--- config.mk ---
export PLATFORM = sky130hd
export DESIGN_NAME = instr_encoder
export DESIGN_NICKNAME = d
export VERILOG_FILES = /design/src/rtl/instr_encoder.sv
export SDC_FILE = /design/constraint.sdc
export NUM_CORES = 1
export LEC_CHECK = 0
export CORE_ASPECT_RATIO = 1.5
export CORE_MARGIN = 3
export CORE_UTILIZATION = 56
export CTS_BUF_LIST = sky130_fd_sc_hd__clkbuf_8
export CTS_CLUSTER_SIZE = 16
export DETAILED_ROUTE_END_ITERATION = 6
export GPL_ROUTABILITY_DRIVEN = 0
export GPL_TIMING_DRIVEN = 0
export PLACE_DENSITY = 0.83
export REMOVE_ABC_BUFFERS = 1
export SYNTH_ARGS = -nofsm -noshare
export SYNTH_HDL_FRONTEND = slang
export SYNTH_SLANG_ARGS = --single-unit
--- constraint.sdc ---
create_clock -name clk -period 4.1 [get_ports clk]
set_input_delay 0.615 -clock clk [delete_from_list [all_inputs] [get_ports clk]]
set_output_delay 0.615 -clock clk [all_outputs]
set_load 0.1 [all_outputs]
--- src/rtl/instr_encoder.sv ---
// Packs decoded instruction fields into 32-bit words, buffered in a 2-entry FIFO and tagged
// with a sequential address. Define ENC_RANGE_CHK_EN to reject out-of-range LW/SW/BLT fields.
module instr_encoder #(
    parameter int unsigned ADDR_W = 8
) (
    input  logic              clk,
    input  logic              rst_n,
    input  logic              clear,
    input  logic              in_valid,
    output logic              in_ready,
    input  logic [6:0]        in_op,
    input  logic [4:0]        in_rd,
    input  logic [4:0]        in_rs1,
    input  logic [4:0]        in_rs2,
    input  logic [20:0]       in_imm,
    input  logic [11:0]       in_offset,
    output logic              out_valid,
    input  logic              out_ready,
    output logic [31:0]       out_instr,
    output logic [ADDR_W-1:0] out_addr,
    output logic              full,
    output logic              err,
    output logic [6:0]        err_op
);

    localparam logic [6:0] OpAdd = 7'b0110011;
    localparam logic [6:0] OpLw  = 7'b0000011;
    localparam logic [6:0] OpSw  = 7'b0100011;
    localparam logic [6:0] OpBlt = 7'b1100011;

    localparam logic [ADDR_W:0] IssueOne = {{ADDR_W{1'b0}}, 1'b1};

    logic [31:0]       instr_q [2];
    logic [31:0]       instr_d [2];
    logic [ADDR_W-1:0] addr_q  [2];
    logic [ADDR_W-1:0] addr_d  [2];
    logic              wr_ptr_q, wr_ptr_d;
    logic              rd_ptr_q, rd_ptr_d;
    logic [1:0]        occ_q, occ_d;
    logic [ADDR_W:0]   issue_q, issue_d;
    logic              err_q, err_d;
    logic [6:0]        err_op_q, err_op_d;

    logic [31:0] enc_word;
    logic        legal;
    logic        fifo_full;
    logic        accept;
    logic        push;
    logic        pop;

    always_comb begin
        enc_word = '0;
        legal    = 1'b0;
        case (in_op)
            OpAdd: begin
                legal    = 1'b1;
                enc_word = {7'b0, in_rs2, in_rs1, 3'b000, in_rd, in_op};
            end
            OpLw: begin
                legal    = 1'b1;
                enc_word = {12'b0, in_imm[4:0], 3'b010, in_rd, in_op};
            end
            OpSw: begin
                legal    = 1'b1;
                enc_word = {7'b0, in_rs2, in_imm[4:0], 3'b010, 5'b0, in_op};
            end
            OpBlt: begin
                legal    = 1'b1;
                enc_word = {in_offset[11:5], in_rs2, in_rs1, 3'b100, in_offset[4:0], in_op};
            end
            default: begin
                legal    = 1'b0;
                enc_word = '0;
            end
        endcase
`ifdef ENC_RANGE_CHK_EN
        if ((in_op == OpLw || in_op == OpSw) && (in_imm[20:5] != 16'h0)) begin
            legal = 1'b0;
        end
        if (in_op == OpBlt && in_offset[0]) begin
            legal = 1'b0;
        end
`endif
    end

`ifndef ENC_RANGE_CHK_EN
    // Upper immediate bits are truncated by design in this build.
    logic unused_imm_hi;
    assign unused_imm_hi = ^in_imm[20:5];
`endif

    assign fifo_full = (occ_q == 2'd2);
    assign full      = issue_q[ADDR_W];
    assign in_ready  = !fifo_full && !full;
    assign out_valid = (occ_q != 2'd0);
    assign out_instr = out_valid ? instr_q[rd_ptr_q] : '0;
    assign out_addr  = out_valid ? addr_q[rd_ptr_q] : '0;
    assign err       = err_q;
    assign err_op    = err_op_q;

    assign accept = in_valid && in_ready;
    assign push   = accept && legal;
    assign pop    = out_valid && out_ready;

    always_comb begin
        instr_d  = instr_q;
        addr_d   = addr_q;
        wr_ptr_d = wr_ptr_q;
        rd_ptr_d = rd_ptr_q;
        occ_d    = occ_q;
        issue_d  = issue_q;
        err_d    = err_q;
        err_op_d = err_op_q;

        if (clear) begin
            wr_ptr_d = 1'b0;
            rd_ptr_d = 1'b0;
            occ_d    = 2'd0;
            issue_d  = '0;
            err_d    = 1'b0;
            err_op_d = '0;
        end else begin
            if (push) begin
                instr_d[wr_ptr_q] = enc_word;
                addr_d[wr_ptr_q]  = issue_q[ADDR_W-1:0];
                wr_ptr_d          = ~wr_ptr_q;
                issue_d           = issue_q + IssueOne;
            end
            if (pop) begin
                rd_ptr_d = ~rd_ptr_q;
            end
            case ({push, pop})
                2'b10:   occ_d = occ_q + 2'd1;
                2'b01:   occ_d = occ_q - 2'd1;
                default: occ_d = occ_q;
            endcase
            // Only the first illegal request since the last clear/reset is recorded.
            if (accept && !legal) begin
                err_d = 1'b1;
                if (!err_q) begin
                    err_op_d = in_op;
                end
            end
        end
    end

    always_ff @(posedge clk or negedge rst_n) begin
        if (!rst_n) begin
            instr_q  <= '{default: '0};
            addr_q   <= '{default: '0};
            wr_ptr_q <= 1'b0;
            rd_ptr_q <= 1'b0;
            occ_q    <= 2'd0;
            issue_q  <= '0;
            err_q    <= 1'b0;
            err_op_q <= '0;
        end else begin
            instr_q  <= instr_d;
            addr_q   <= addr_d;
            wr_ptr_q <= wr_ptr_d;
            rd_ptr_q <= rd_ptr_d;
            occ_q    <= occ_d;
            issue_q  <= issue_d;
            err_q    <= err_d;
            err_op_q <= err_op_d;
        end
    end

endmodule
==> reports/metrics.yaml, run 1 <==
final.period_utilization_pct: 86.91
relSlewSlack_pct: 25.35
antenna_cells: 0
yosysWarningCount: 0
worstReg2RegStart: "occ_q[0]"
cts_buffers: 9
pwr-share-clk_pct: 32.5
ff2ff_setup_slack_ps: 1490
netlist_area_mm2: 0.004967
layout.nets: 572
final_layout_size_suffix_gt1_share_pct: 20.19
crit_arrival_ps: 3820
core-area_mm2: 0.008516
initial_utilization_pct: 58.33
avgRoutedWirePerCell_um: 16.99
drt_iter0_markers: 175
io_pins: 111
dp_hpwl_um: 7189
wl_um: 10570
fin_skew_ps: 11.07
dieArea_mm2: 0.01006
fmax_ghz: 0.2806
drv_cap: 0
maxSlewViolCount: 0
setup_viol: 0
grt_use_total_pct: 21.64
end_kind: "flip-flop"
pwr-share-seq_pct: 56.1
syn_inst: 435
syn2layout_area_growth_pct: 24.56
avgViaCountPerCell: 5.686
vias: 3537
path_clk_slew_ps: 90
drtAntennaViolNets: 0
hold_violations: 0
status: "completed"
place_area_mm2: 0.006008
grt_pass1_vias: 3596
first_pass_iters: 4
cts_hold_buffers: 0
critPathLaunchType: "input port"
pwr-share-comb_pct: 11.5
die_w_um: 82.90
fin_area_mm2: 0.006187
post-route-min-period_ps: 3563
r2r_end: "addr_q[3]"
antenna_found_initial: 0
final_cell_mix: "dfrtp_1 (98), clkdlybuf4s50_1 (92), mux2_2 (69)"
seq_area_frac_synth_pct: 49.87
reg2regPathDepth: 6
ir_drop_mv: 0.2658
pwr_density_cell_mw_per_mm2: 287.5
leakagePower_uw: 0.002667
die_h_um: 121.3
grt-ovfl-total: 0
rsz0062_at_grt: "no"
critPathKind: "in2reg"
clock-sinks: 99
drc: 0
cp_max_fo: 16
insertion_delay_ps: 370
avgSynthCellArea_um2: 11.42
cts_post_setup_buffers_inserted: 0
grt_pass1_wl_um: 17540
ys_ff_latch: 99
p_int_uw: 1329
cts_resized: 0
final_common_cell: "dfrtp_1"
cts-root-buf: "clkbuf_8"
total_power_uw: 1779
worstMarginPinSlew_ps: 1111
fp-row-count: 41
portBuffers: 93
switching_share_pct: 25.27
p_sw_uw: 449.5
cp.required_ps: 4350
worstHoldPathType: "in2async"
cts-htree-levels: 3
cts_tree: "done"
synth.distinct_cells: 41
grt_max_degree: 57
fillers: 602
cts_buffer_depth: 2
how the worst max path moves through the flow:
stage / start / endpoint / slack (ps) / depth (start not counted)
6_report: in_op[3] / addr_q[3] / 540 / 7
3_5_place_dp: in_op[3] / addr_q[3] / 180 / 7
3_3_place_gp: in_op[3] / instr_q[19] / -2220 / 5
5_1_grt: in_op[3] / addr_q[0] / 420 / 7
4_1_cts: in_op[3] / addr_q[3] / 560 / 7
2_1_floorplan: in_op[2] / addr_q[0] / -90 / 4
sequential cells by signal (all words and copies together), names as in the netlist:
register	cells
err	1
instr_q	62
err_op	7
occ_q	2
addr_q	16
issue_q	9
wr_ptr_q	1
rd_ptr_q	1
power groups by stage:
stage	Clock (µW)	Sequential, µW	Combinational (µW)
global route	630	999	219
floorplan	0	1050	61.0
finish	577	997	204
CTS	586	997	206
detailed placement	0	1020	205
global placement	0	1020	193
critical path: stages:
cell	delay, ps
clkdlybuf4s50_1	430
nand4bb_1	680
a211o_1	660
nor4_4	660
buf_8	250
buf_8	170
mux2_2	340
routing by layer:
metal / track usage, % / part of all wire (%)
met5: 0 / 0
met4: 8.589 / 2.2
met3: 3.872 / 3.3
met2: 37.15 / 52
met1: 27.07 / 42
cell usage after synthesis:
cell / number / area, µm²
xnor2_1: 2 / 17.52
nand4_1: 2 / 12.51
and4_1: 1 / 8.760
or4_4: 1 / 11.26
nor2b_1: 9 / 56.30
ha_1: 1 / 12.51
buf_2: 6 / 30.03
nand2_1: 4 / 15.01
or3_1: 1 / 6.260
conb_1: 1 / 3.750
and2_1: 15 / 93.84
mux2_4: 6 / 90.09
nor2_1: 52 / 195.2
nor4_1: 4 / 25.02
o32ai_1: 1 / 8.760
nand3_1: 16 / 80.08
nand2b_1: 19 / 118.9
clkbuf_2: 1 / 5.000
a211oi_1: 2 / 15.01
buf_6: 2 / 22.52
nor3_1: 4 / 20.02
nor4_2: 1 / 12.51
buf_4: 1 / 7.510
mux2_2: 69 / 777.0
a211o_1: 1 / 8.760
and2_0: 1 / 6.260
buf_1: 4 / 15.01
a21oi_1: 11 / 55.05
a2111oi_0: 1 / 8.760
nor3_2: 1 / 10.01
or2_2: 3 / 18.77
clkbuf_1: 20 / 75.07
inv_1: 7 / 26.28
dfrtp_1: 99 / 2477
a32oi_1: 5 / 43.79
nand4bb_1: 1 / 11.26
a221oi_1: 5 / 43.79
mux2i_1: 47 / 470.5
o21ai_0: 5 / 25.02
xor2_1: 2 / 17.52
and3b_1: 1 / 8.760
per-stage QoR:
| step | setup slack [ps] | std cells | setup TNS, ps | utilization, % | hold slack, ps |
|---|---|---|---|---|---|
| 2_1_floorplan | -94.97 | 401 | -3324 | - | 319.4 |
| 3_3_place_gp | -2222 | 601 | -214330 | 69.01 | 448.4 |
| 3_5_place_dp | 179.6 | 607 | 0 | 70.56 | 457.2 |
| 4_1_cts | 557.4 | 622 | 0 | 72.66 | 252.0 |
| 5_1_grt | 421.0 | 622 | 0 | 72.66 | 270.9 |
| 6_report | 536.7 | 622 | 0 | 72.66 | 238.4 |
logic make-up after synthesis:
kind of cell	after synthesis	synth area share, %
AOI/OAI and AO/OA	31	4.206
xor gates and xnor gates	4	0.7054
adders and majority gates	1	0.2518
buffers and inverters	41	3.652
DFF	99	49.87
muxes	122	26.93
other	1	0.07549
and+or+nand+nor	136	14.31
area by class of cell:
class                   count  area [µm²]  area share (%)
clock inverters             3       13.76          0.2224
multi-input cells         295        2325           37.57
repair buffers             99        1045           16.89
clock buffers              12       165.2           2.669
well taps                 107       133.9           2.164
inverters                   7       26.28          0.4247
flip-flops and latches     99        2479           40.06
(Power assumes the default switching activity.)
==> run 2, diff against run 1 <==
- CORE_ASPECT_RATIO: 1.5 -> 0.9
- CORE_UTILIZATION: 56 -> 25
- PLACE_DENSITY: 0.83 -> 0.41
==> reports/metrics.yaml, run 2 (synthesis gave the netlist of run 1 again) <==
crit_arrival_ps: 3790
ff_latch_area_mm2: 0.002479
antenna_cells: 0
cts-root-buf: "clkbuf_8"
antenna_found_initial: 0
maxSlewViolCount: 0
cts-htree-levels: 3
switching_share_pct: 25.58
worstHoldPathType: "in2async"
cts_hold_buffers: 0
largest_reg_flops: 62
end_kind: "flip-flop"
cp.required_ps: 4350
fin_skew_ps: 15.47
dieArea_mm2: 0.02160
multi_input_area_mm2: 0.002330
grt_max_degree: 52
core-area_mm2: 0.01934
pwr-share-seq_pct: 52.0
final.period_utilization_pct: 86.36
avgViaCountPerCell: 4.592
ff2ff_setup_slack_ps: 1480
ir_drop_mv: 0.1497
cts_post_setup_buffers_inserted: 0
final_common_cell: "dfrtp_1"
layout.nets: 573
critPathLaunchType: "input port"
die_w_um: 154.6
setup_viol: 0
p_int_uw: 1427
vias: 3522
avgRoutedWirePerCell_um: 16.37
first_pass_iters: 5
final_cell_mix: "dfrtp_1 (98), clkdlybuf4s50_1 (92), mux2_2 (69)"
total_power_uw: 1918
drt_iter0_markers: 131
syn2layout_area_growth_pct: 29.14
io_pins: 111
top_regs: "instr_q: 62 flops, addr_q: 16 flops, issue_q: 9 flops"
cts_buffer_depth: 2
registers.top_by_ff_count: "instr_q"
cts_resized: 0
setup_ws_ps: 559.3
grt_pass1_wl_um: 20650
fmax_ghz: 0.2824
p_sw_uw: 490.5
cp_max_fo: 16
worstMarginPinSlew_ps: 1166
dp_hpwl_um: 8332
critPathKind: "in2reg"
die_h_um: 139.7
leakagePower_uw: 0.002684
grt_pass1_vias: 3835
drv_cap: 0
hold_violations: 0
insertion_delay_ps: 370
path_clk_slew_ps: 100
grt_use_total_pct: 12.10
clock-sinks: 99
status: "completed"
portBuffers: 93
cts_buffers: 9
initial_utilization_pct: 25.69
pwr-share-comb_pct: 10.8
post-route-min-period_ps: 3541
cts_tree: "done"
rsz0062_at_grt: "no"
relSlewSlack_pct: 22.00
pwr_density_cell_mw_per_mm2: 299.0
pwr-share-clk_pct: 37.2
fillers: 1953
wl_um: 12560
drtAntennaViolNets: 0
final_layout_size_suffix_gt1_share_pct: 20.70
dp_worst_setup_slack_ps: 117.7
fp-row-count: 48
grt-ovfl-total: 0
drc: 0
run 2: path summary, 6_finish.rpt:
| kind | start | endpoint | cells after the start |
|---|---|---|---|
| setup / recovery | in_op[2] | instr_q[5] | 8 |
| min in group clk | instr_q[0] | instr_q[0] | 1 |
| hold / removal | rst_n | err_op[1] | 1 |
| hold reg to reg | instr_q[0] | instr_q[0] | 1 |
| setup reg to reg | occ_q[0] | instr_q[5] | 7 |
| max in group asynchronous | rst_n | instr_q[23] | 2 |
run 2: area by class of cell:
type | instances | share of cell area, %
timing repair buffer | 100 | 16.23
inverter | 7 | 0.4096
clock buffer | 10 | 2.146
sequential | 99 | 38.64
tap | 250 | 4.876
clock inverter | 6 | 1.385
multi-input combinational | 295 | 36.32
run 2: critical path, cell delays in order:
cell and delay [ps]:
clkdlybuf4s50_1 410, nand4bb_1 730, a211o_1 660, nor4_4 480
buf_6 240, buf_6 170, buf_6 150, mux2_2 330
run 2: power by group through the flow:
stage / clock, µW / combinational, µW / sequential (µW)
after floorplan: 0 / 61.0 / 1050
after global placement: 0 / 201 / 1020
after detailed placement: 0 / 212 / 1020
after CTS: 752 / 213 / 997
after global routing: 789 / 225 / 999
final: 713 / 208 / 996
run 2: layer usage:
layer  vias to the layer above  global-route usage (%)  wire length (µm)
li1                       1663                       -                 -
met1                      1769                   16.57              6041
met2                        78                   19.00              5820
met3                        12                   2.425               506
met4                         0                   4.461               189
met5                         -                       0                 0
run 2: through the flow:
step | area (µm²) | util (%) | cells | hold slack, ps | TNS, ps
2_1_floorplan | 4812 | - | 401 | 319.4 | -3324
3_3_place_gp | 6056 | 31.31 | 744 | 449.1 | -306860
3_5_place_dp | 6183 | 31.97 | 751 | 454.2 | 0
4_1_cts | 6410 | 33.15 | 767 | 278.2 | 0
5_1_grt | 6415 | 33.17 | 767 | 309.1 | 0
6_report | 6415 | 33.17 | 767 | 272.2 | 0
==> run 3, diff against run 2 <==
- CORE_MARGIN: 3 -> default
- SETUP_SLACK_MARGIN: default -> 0.4
==> reports/metrics.yaml, run 3 (synthesis gave the netlist of run 1 again) <==
worstMarginPinSlew_ps: 1248
grt-ovfl-total: 0
final_cell_mix: "dfrtp_1 (98), clkdlybuf4s50_1 (88), mux2_2 (69)"
drt_iter0_markers: 170
cts_resized: 0
syn2layout_area_growth_pct: 29.45
die_h_um: 135.7
registers.top_by_ff_count: "instr_q"
cp_top_family: "buffers and inverters"
antenna_cells: 0
max_stage_delay_ps: 1150
worst-path-buf-inv: 2
crit_arrival_ps: 2920
stdcell_count: 767
pwr_density_cell_mw_per_mm2: 297.6
hold_violations: 0
grt_pass1_wl_um: 19800
crit_slowest_cell: "clkdlybuf4s50_1"
fp-row-count: 48
crit_chain: "buf_12, mux2i_1, nor2_1, clkdlybuf4s50_1"
avgViaCountPerCell: 4.529
dieArea_mm2: 0.02044
avgRoutedWirePerCell_um: 15.85
critPathKind: "reg2out"
cts_buffers: 9
fin_skew_ps: 8.767
layout.nets: 573
setup_viol: 0
grt_use_total_pct: 12.91
grt_pass1_vias: 3700
critPathLaunchType: "flip-flop"
first_pass_iters: 4
cts_hold_buffers: 0
ir_drop_mv: 0.1372
clock-sinks: 99
dp_cells: 751
end_kind: "output port"
core-area_mm2: 0.01934
insertion_delay_ps: 380
status: "completed"
maxSlewViolCount: 0
cts_tree: "done"
cts-root-buf: "clkbuf_8"
worstHoldPathType: "in2async"
antenna_found_initial: 0
rsz0062_at_grt: "no"
fmax_ghz: 0.2829
cp.required_ps: 3480
cp_max_fo: 23
wl_um: 12160
vias: 3474
dp_hpwl_um: 8136
tns_ps: 0
post-route-min-period_ps: 3535
fin_hold_ws_ps: 256.7
final.period_utilization_pct: 86.21
path_clk_slew_ps: 90
initial_utilization_pct: 25.69
cts_buffer_depth: 2
cts-htree-levels: 3
cts_post_setup_buffers_inserted: 0
drc: 0
drtAntennaViolNets: 0
portBuffers: 93
final_layout_size_suffix_gt1_share_pct: 20.70
die_w_um: 150.6
final_common_cell: "dfrtp_1"
top_regs: "instr_q: 62 flops, addr_q: 16 flops, issue_q: 9 flops"
largest_reg_flops: 62
drv_cap: 0
grt_max_degree: 53
leakagePower_uw: 0.002762
relSlewSlack_pct: 16.17
io_pins: 111
[run 3: area by class of cell]
class	count	area [µm²]
clock buffer	11	151.4
clock inverter	5	76.32
fill	1997	12910
inverter	7	26.28
multi-input combinational	295	2330
sequential	99	2479
tap	250	312.8
timing repair buffer	100	1055
[run 3: metal layers]
metal / up-vias / track usage [%] / share of wire, %
li1: 1654 / - / -
met1: 1728 / 16.15 / 46
met2: 87 / 21.27 / 48
met3: 5 / 4.310 / 5.5
met4: 0 / 3.278 / 0.82
met5: - / 0 / 0
[run 3: power breakdown]
part	internal, µW	switching [µW]
clock network	374	336
logic	78.8	128
registers	987	10.2
total	1440	474
[run 3: per-stage QoR]
stage | worst slack, ps | util [%] | total power, µW | area, µm²
finish | 565.5 | 33.25 | 1914 | 6430
global route | 407.4 | 33.25 | 2018 | 6430
CTS | 453.2 | 33.17 | 1958 | 6415
detailed placement | 56.01 | 31.99 | 1227 | 6187
global placement | -2965 | 31.31 | 1219 | 6056
floorplan | -94.97 | - | 1115 | 4812
[run 3: path summary, 6_finish.rpt]
path                             start      endpoint  slack [ps]  cells after the start
setup / recovery              rd_ptr_q  out_instr[0]         570                      4
hold / removal                   rst_n    addr_q[12]         260                      1
setup reg to reg              occ_q[0]   instr_q[22]        1520                      6
hold reg to reg            instr_q[33]   instr_q[33]         470                      1
max in group asynchronous        rst_n   instr_q[40]        3160                      2
min in group clk           instr_q[33]   instr_q[33]         470                      1
